File: config.mk
export PLATFORM = sky130hd
export DESIGN_NAME = ex_alu_stage
export DESIGN_NICKNAME = d
export VERILOG_FILES = /design/src/rtl/ex_alu_stage.sv
export SDC_FILE = /design/constraint.sdc
export NUM_CORES = 2
export LEC_CHECK = 0
export CORE_MARGIN = 10
export CORE_UTILIZATION = 28
export DETAILED_ROUTE_END_ITERATION = 8
export GPL_TIMING_DRIVEN = 1
export HOLD_SLACK_MARGIN = 0.12
export SLEW_MARGIN = 20
export SYNTH_ARGS = -nofsm -noshare
export SYNTH_HDL_FRONTEND = slang
export SYNTH_SLANG_ARGS = --single-unit
export TNS_END_PERCENT = 10
File: constraint.sdc
create_clock -name clk -period 7.57 [get_ports clk]
set_clock_uncertainty 0.05 [all_clocks]
set_input_delay 1.8925 -clock clk [delete_from_list [all_inputs] [get_ports clk]]
set_output_delay 1.8925 -clock clk [all_outputs]
set_load 0.1 [all_outputs]
File: src/rtl/ex_alu_stage.sv
// RV64I execute stage: ten-op ALU feeding a registered output
// with a one-entry skid buffer and a saturating stall counter.
module ex_alu_stage #(
  parameter int XLEN  = 64,
  parameter int CNT_W = 32
) (
  input  logic             clk,
  input  logic             reset,
  input  logic             in_valid,
  output logic             in_ready,
  input  logic [3:0]       in_alu_op,
  input  logic [XLEN-1:0]  in_a,
  input  logic [XLEN-1:0]  in_b,
  input  logic [4:0]       in_rd,
  output logic             out_valid,
  input  logic             out_ready,
  output logic [XLEN-1:0]  out_result,
  output logic             out_zero,
  output logic [4:0]       out_rd,
  output logic             out_illegal,
  output logic [CNT_W-1:0] stall_cnt
);

  typedef struct packed {
    logic [XLEN-1:0] result;
    logic            zero;
    logic [4:0]      rd;
    logic            illegal;
  } res_t;

  localparam logic [3:0] OP_ADD  = 4'd0;
  localparam logic [3:0] OP_SUB  = 4'd1;
  localparam logic [3:0] OP_AND  = 4'd2;
  localparam logic [3:0] OP_OR   = 4'd3;
  localparam logic [3:0] OP_XOR  = 4'd4;
  localparam logic [3:0] OP_SLL  = 4'd5;
  localparam logic [3:0] OP_SRL  = 4'd6;
  localparam logic [3:0] OP_SRA  = 4'd7;
  localparam logic [3:0] OP_SLT  = 4'd8;
  localparam logic [3:0] OP_SLTU = 4'd9;

  res_t            out_q;
  res_t            skid_q;
  logic            skid_valid;
  res_t            alu;
  logic [XLEN-1:0] res;
  logic            ill;
  logic [5:0]      sh;
  logic            accept;
  logic            drain;

  assign sh     = in_b[5:0];
  assign accept = in_valid && in_ready;
  assign drain  = out_valid && out_ready;

  // ALU function; unused op codes yield zero and flag illegal
  always_comb begin
    res = '0;
    ill = 1'b0;
    unique case (in_alu_op)
      OP_ADD:  res = in_a + in_b;
      OP_SUB:  res = in_a - in_b;
      OP_AND:  res = in_a & in_b;
      OP_OR:   res = in_a | in_b;
      OP_XOR:  res = in_a ^ in_b;
      OP_SLL:  res = in_a << sh;
      OP_SRL:  res = in_a >> sh;
      OP_SRA:  res = $signed(in_a) >>> sh;
      OP_SLT:  res = {{(XLEN-1){1'b0}},
                      $signed(in_a) < $signed(in_b)};
      OP_SLTU: res = {{(XLEN-1){1'b0}}, in_a < in_b};
      default: ill = 1'b1;
    endcase
  end

  assign alu.result  = res;
  assign alu.zero    = (res == '0);
  assign alu.rd      = in_rd;
  assign alu.illegal = ill;

  // skid_valid is pure state, so in_ready never sees out_ready
  assign in_ready = !skid_valid;

  // output register and skid buffer, filled in acceptance order
  always_ff @(posedge clk) begin
    if (reset) begin
      out_q      <= '{result: '0, zero: 1'b1,
                      rd: '0, illegal: 1'b0};
      skid_q     <= '0;
      out_valid  <= 1'b0;
      skid_valid <= 1'b0;
    end else if (accept) begin
      if (!out_valid || drain) begin
        out_q     <= alu;
        out_valid <= 1'b1;
      end else begin
        skid_q     <= alu;
        skid_valid <= 1'b1;
      end
    end else if (drain) begin
      if (skid_valid) begin
        out_q      <= skid_q;
        skid_valid <= 1'b0;
      end else begin
        out_valid <= 1'b0;
      end
    end
  end

  // count cycles the memory stage holds off a valid result
  always_ff @(posedge clk) begin
    if (reset) begin
      stall_cnt <= '0;
    end else if (out_valid && !out_ready
                 && stall_cnt != '1) begin
      stall_cnt <= stall_cnt + 1'b1;
    end
  end

  assign out_result  = out_q.result;
  assign out_zero    = out_q.zero;
  assign out_rd      = out_q.rd;
  assign out_illegal = out_q.illegal;

endmodule

# Word level (Yosys, flattened, before mapping)
# Index checks and enable logic that the tools add are counted.
[op_classes]
addsub = 3
multipliers = 0
n_div = 0
n_lt_le_gt_ge = 2
eq_ne = 13
shifts = 3
n_mux = 13
bitwise = 4
reduce_logical = 17
[op_table]
columns = ["cell", "n"]
rows = [
  ["$pmux W64 S10", 1],
  ["$mux W71", 4],
  ["$lt A64 B64 Y1", 2],
  ["$add A64 B64 Y64", 1],
  ["$and A64 B64 Y64", 1],
  ["$logic_not A64 Y1", 1],
  ["$or A64 B64 Y64", 1],
  ["$shl A64 B6 Y64", 1],
  ["$shr A64 B6 Y64", 1],
  ["$sshr A64 B6 Y64", 1],
  ["$sub A64 B64 Y64", 1],
  ["$xor A64 B64 Y64", 1],
  ["$add A32 B1 Y32 const B", 1],
  ["$ne A32 B32 Y1 const B", 1],
  ["$eq A4 B3 Y1 const B", 4],
  ["$reduce_or A10 Y1", 1],
  ["$eq A4 B2 Y1 const B", 2],
  ["$eq A4 B4 Y1 const B", 2],
  ["$mux W1", 8],
  ["$reduce_and A3 Y1", 2],
  ["$eq A4 B1 Y1 const B", 1],
  ["$logic_and A1 B1 Y1", 4],
  ["$logic_not A4 Y1", 1],
  ["$ne A2 B1 Y1 const B", 2],
  ["6 further kinds", 10],
]
[totals]
register_bits = 176
latch_bits = 0
ram_bits = 0
mem_bits_ro = 0
inputBits = 141
output_inout_bits = 105
n_memories = 0

# Longest topological paths before layout
[logic_depth]
word_depth = 5
depth_mapped = 23
depth_no_buf = 18

# Least setup slack after synthesis
# OpenSTA, ideal clock, no wires.
[synth_timing]
path_kind = "input-to-reg"
from = "in in_b[2]"
to = "reg skid_q[6] in the netlist's numbering"
setup_time_ns = 0.070
arrival_ns = 6.827
required_time_ns = 7.450
setup_slack_ns = 0.623
cell_stages = 23
cell_sequence = "buf_6 inv_1 buf_2 buf_2 buf_2 buf_1 buf_1 ha_1 buf_2 a21o_1 a221o_1 a21oi_1 o21ai_1 a31oi_1 o21ai_1 a211oi_1 a21oi_1 a2111oi_0 nand4_1 nor4_2 nand4_1 or4_1 a21oi_1"
[synth_between]
elab_chain_len = 3
word_cells_on_any_way = 12
classes_between = "2 x add/sub; 2 x order compare; 3 x shift; 1 x mux; 3 x bitwise; 1 x reduce/logical"
[synth_rtl]
columns = ["item", "line_no", "source"]
rows = [
  ["start, declared", "13", "input logic [XLEN-1:0] in_b,"],
  ["$sub A64 B64 Y64, or another cell as far along", "62", "OP_SUB: res = in_a - in_b;"],
  ["$pmux W64 S10 *", "60", "unique case (in_alu_op)"],
  ["$logic_not A64 Y1 *", "77", "assign alu.zero = (res == '0);"],
  ["end signal, assigned", "97", "skid_q <= alu;"],
  ["end, declared", "43", "res_t skid_q;"],
]
# Every way passes the cells marked *; elsewhere a longest branch is shown, timed or not.
# A chain may end at the register's enable or synchronous reset.

# Final worst setup path
[layout_timing]
from = "in in_a[0]"
to = "reg skid_q[6] in the netlist's numbering"
[layout_between]
elab_chain_len = 3
word_cells_on_any_way = 12
classes_between = "2 x add/sub; 2 x order compare; 3 x shift; 1 x mux; 3 x bitwise; 1 x reduce/logical"
[layout_rtl]
columns = ["item", "line_no", "source"]
rows = [
  ["start, declared", "12", "input logic [XLEN-1:0] in_a,"],
  ["$sub A64 B64 Y64, or another cell as far along", "62", ""],
  ["$pmux W64 S10 *", "60", ""],
  ["$logic_not A64 Y1 *", "77", ""],
]
# Marks and branches as above.

==> impl_results.md <==
- Setup TNS: 0 ns
- Post_cts resized: 0
- HPWL after DPL: 170,000 µm
- Synth Register Bits: 176
- Crit-path slowest cell: a2111oi_1
- Global route total overflow: 0
- Synth unique cells: 113
- Slew Viols, Final: 0
- Origin of the worst setup path: in_a[0]
- Register area share after synthesis: 0.120
- Pre-antenna DRT Iters: 8
- Clock Tree Buf Depth: 2
- DRT iter0 DRCs: 5,654
- Ports: 246
- Post-CTS Repair Setup Buffers: 0
- Pwr dens: 132 nW/µm²
- Die ar.: 118,000 µm²
- Synth top area cells: dfxtp_1, ha_1, nor2_1
- Largest net degree at the start of global routing: 124
- Reg-to-reg startpoint: stall_cnt[4]$_SDFFE_PP0P_
- Cell with the most instances after synthesis: nor2_1
- Hold Crit Class: flop to flop
- VDD IR max: 0.198 mV
- Cells along the critical path: clkdlybuf4s50_1, inv_1, ha_1, inv_1, fa_1, nor2b_1, o311ai_2, a21oi_1, nor4_2, nor2_1, a211o_1, a2111oi_1, buf_4, nor4b_2, and4_1, nand4_1, nor4_2, nand4_1, or4_1, a21oi_1
- Clk pin slew, worst setup/hold paths: 0.08 ns
- Slew at the pin closest to its max-slew limit: 1.28 ns
- Cells after Synth: 4,131
- Port Buffer Count: 245
- Total CTS buffers: 17
- Yosys warning count: 0
- Wire per inst: 34.5 µm
- Clock latency on the worst-skew pair: 0.44 ns
- Dominant cell type by area after synthesis: dfxtp_1
- Synth async-reset ratio: 0
- Leak Pwr: 0.0148 µW
- Drt total wl: 208,000 µm
- Fillers: 11.2k
- CP peak stage delay: 0.75 ns
- DIE WIDTH: 344 µm
- Worst setup EP type: flop
- Core area: 104,000 µm²
- Hold_buf cts: 0
- Relative slew slack: 0.145
- Max-cap viol count: 0
- Vias/cell: 6.42
- Synth Flop Type: dfxtp_1
- Vias: 38.8k
- First-pass GRT wire length: 285,000 µm
- Final Critical Period: 7.38 ns
- Post-layout nets: 4,972
- Worst hold slack: 0.406 ns
- Top-area cell type share of the netlist area: 0.120
- Hold depth: 2
- R2R setup slack: 4.27 ns
- Fin. Hold Viols: 0
- Critical path class: primary input to flop
- Number of synthesized flops with an enable pin: 0
- Worst Hold End: skid_q[5]$_SDFFE_PP0P_
- Reg2reg end: stall_cnt[26]$_SDFFE_PP0P_
- Worst path required time: 7.90 ns
- Mapped cell area: 29,400 µm²
- Vias in the first global route: 36.0k
- Starting density of the core: 0.283
- Tot GR Track Use: 0.334
- Fmax achieved: 0.136 GHz
- Worst R2R Path Depth: 12
- Post-Syn Nets: 4,472
- Post-route antenna net violation count: 0
- Crit path launch type: primary input
- Layout cells sized above 1: 0.185
- Final core occ: 0.359
- Mean Syn Cell Area: 7.11 µm²
- Clk Tree Root Cell: clkbuf_16
- CTS tree: built
- Total power: 4940 µW
- Endpoints failing setup: 0
- DRC Markers: 0
- RePlAce Congestion: 1.12
- H-Tree Depth: 4
- RSZ-0062 raised after global routing: false
- Status: finished clean
- Die Height: 344 µm
- Initial antenna violation count: 15
- Crit-path max FO: 3
- Commonest cells in the synthesized netlist: nor2_1, a21oi_1, nand2_1
- Rows: 118
- Final worst path period share: 0.975
- CP arrival: 7.71 ns
- Clock Sinks: 176
- Layout area overhead: 27.0%
- Worst Hold Launch: skid_q[5]$_SDFFE_PP0P_
-- cells in the final DEF, fill, tap and decap left out, types with 24 or more instances in the layout --
| master | instances |
|---|---|
| nand4_1 | 56 |
| mux2i_1 | 132 |
| nand2b_1 | 36 |
| a31oi_1 | 31 |
| o22ai_1 | 52 |
| nor2b_1 | 33 |
| dfxtp_1 | 176 |
| ha_1 | 198 |
| o221ai_1 | 30 |
| nor4_1 | 54 |
| o211ai_1 | 69 |
| a221oi_1 | 28 |
| a21o_1 | 26 |
| a21oi_1 | 381 |
| nor2_1 | 558 |
| mux2_2 | 57 |
| nor3_1 | 93 |
| nand3_1 | 82 |
| o21bai_1 | 24 |
| clkdlybuf4s50_1 | 234 |
| nand2_1 | 378 |
| a22oi_1 | 40 |
| buf_4 | 568 |
| o21ai_0 | 213 |
| inv_1 | 199 |
| mux4_2 | 88 |
| or3_1 | 27 |
| o31ai_1 | 51 |
| or2_2 | 24 |
| a211oi_1 | 171 |
-- flip-flops by register name, indices dropped and copies added, names as in the netlist --
name	count
skid_valid	1
out_valid	1
stall_cnt	32
out_illegal	1
out_zero	1
out_result	64
skid_q	71
out_rd	5
-- critical path: cells and delay by family --
kind | cells | cell delay [ns]
AO/OA/AOI/OAI | 5 | 1.72
adder cells (fa/ha/maj) | 2 | 0.58
buffers and inverters | 4 | 0.86
AND/OR/NAND/NOR | 9 | 2.65
-- through the flow --
step / instance area (µm²) / std cells / worst slack (ns)
floorplan: 29400 / 4131 / 0.623
global placement: 36600 / 5992 / 0.0569
detailed placement: 36600 / 5992 / -0.0809
CTS: 37300 / 6024 / 0.374
global route: 37300 / 6025 / 0.0983
finish: 37300 / 6033 / 0.191
-- cell families (layout without fill, tap and decap cells) --
logic type                 count (synthesis)  count (layout)  share of synthesized area
AOI/OAI and AO/OA                       1395            1395                      0.320
xor gates and xnor gates                  45              45                     0.0134
adders and majority gates                200             200                     0.0858
buffers and inverters                    555            1068                     0.0811
DFF                                      176             176                      0.120
muxes                                    293             293                      0.147
other                                      0               9                          0
and+or+nand+nor                         1467            1467                      0.233
-- final cells by class --
type	instances	area, µm²	share of cell area
Antenna cell	9	22.5	0.000604
Multi-Input combinational cell	3400	23600	0.632
Timing Repair Buffer	829	7050	0.189
Clock buffer	17	425	0.0114
Tap cell	1380	1730	0.0463
Sequential cell	176	3520	0.0945
Inverter	207	779	0.0209
Clock inverter	15	193	0.00517
-- report_power, final --
part | switching, µW | internal (µW) | total (µW)
sequential | 25.3 | 970 | 996
combinational | 2030 | 1020 | 3050
clock | 441 | 450 | 891
total | 2490 | 2440 | 4940
-- worst max-delay path by stage --
stage                        endpoint  slack (ns)
4_1_cts        skid_q[6]$_SDFFE_PP0P_        0.37
5_1_grt        skid_q[6]$_SDFFE_PP0P_         0.1
6_report       skid_q[6]$_SDFFE_PP0P_        0.19
3_5_place_dp   skid_q[6]$_SDFFE_PP0P_       -0.08
3_3_place_gp   skid_q[6]$_SDFFE_PP0P_        0.06
2_1_floorplan  skid_q[6]$_SDFFE_PP0P_        0.62
-- per-layer routing --
metal  GRT usage  up-vias  routed length [µm]
met5           0        -                 171
met4       0.178       18               13600
met3      0.0942      537               24900
met2       0.481     2844               83800
met1       0.444    18800               85800
li1            -    16500                   -
(Power assumes the default switching activity.)
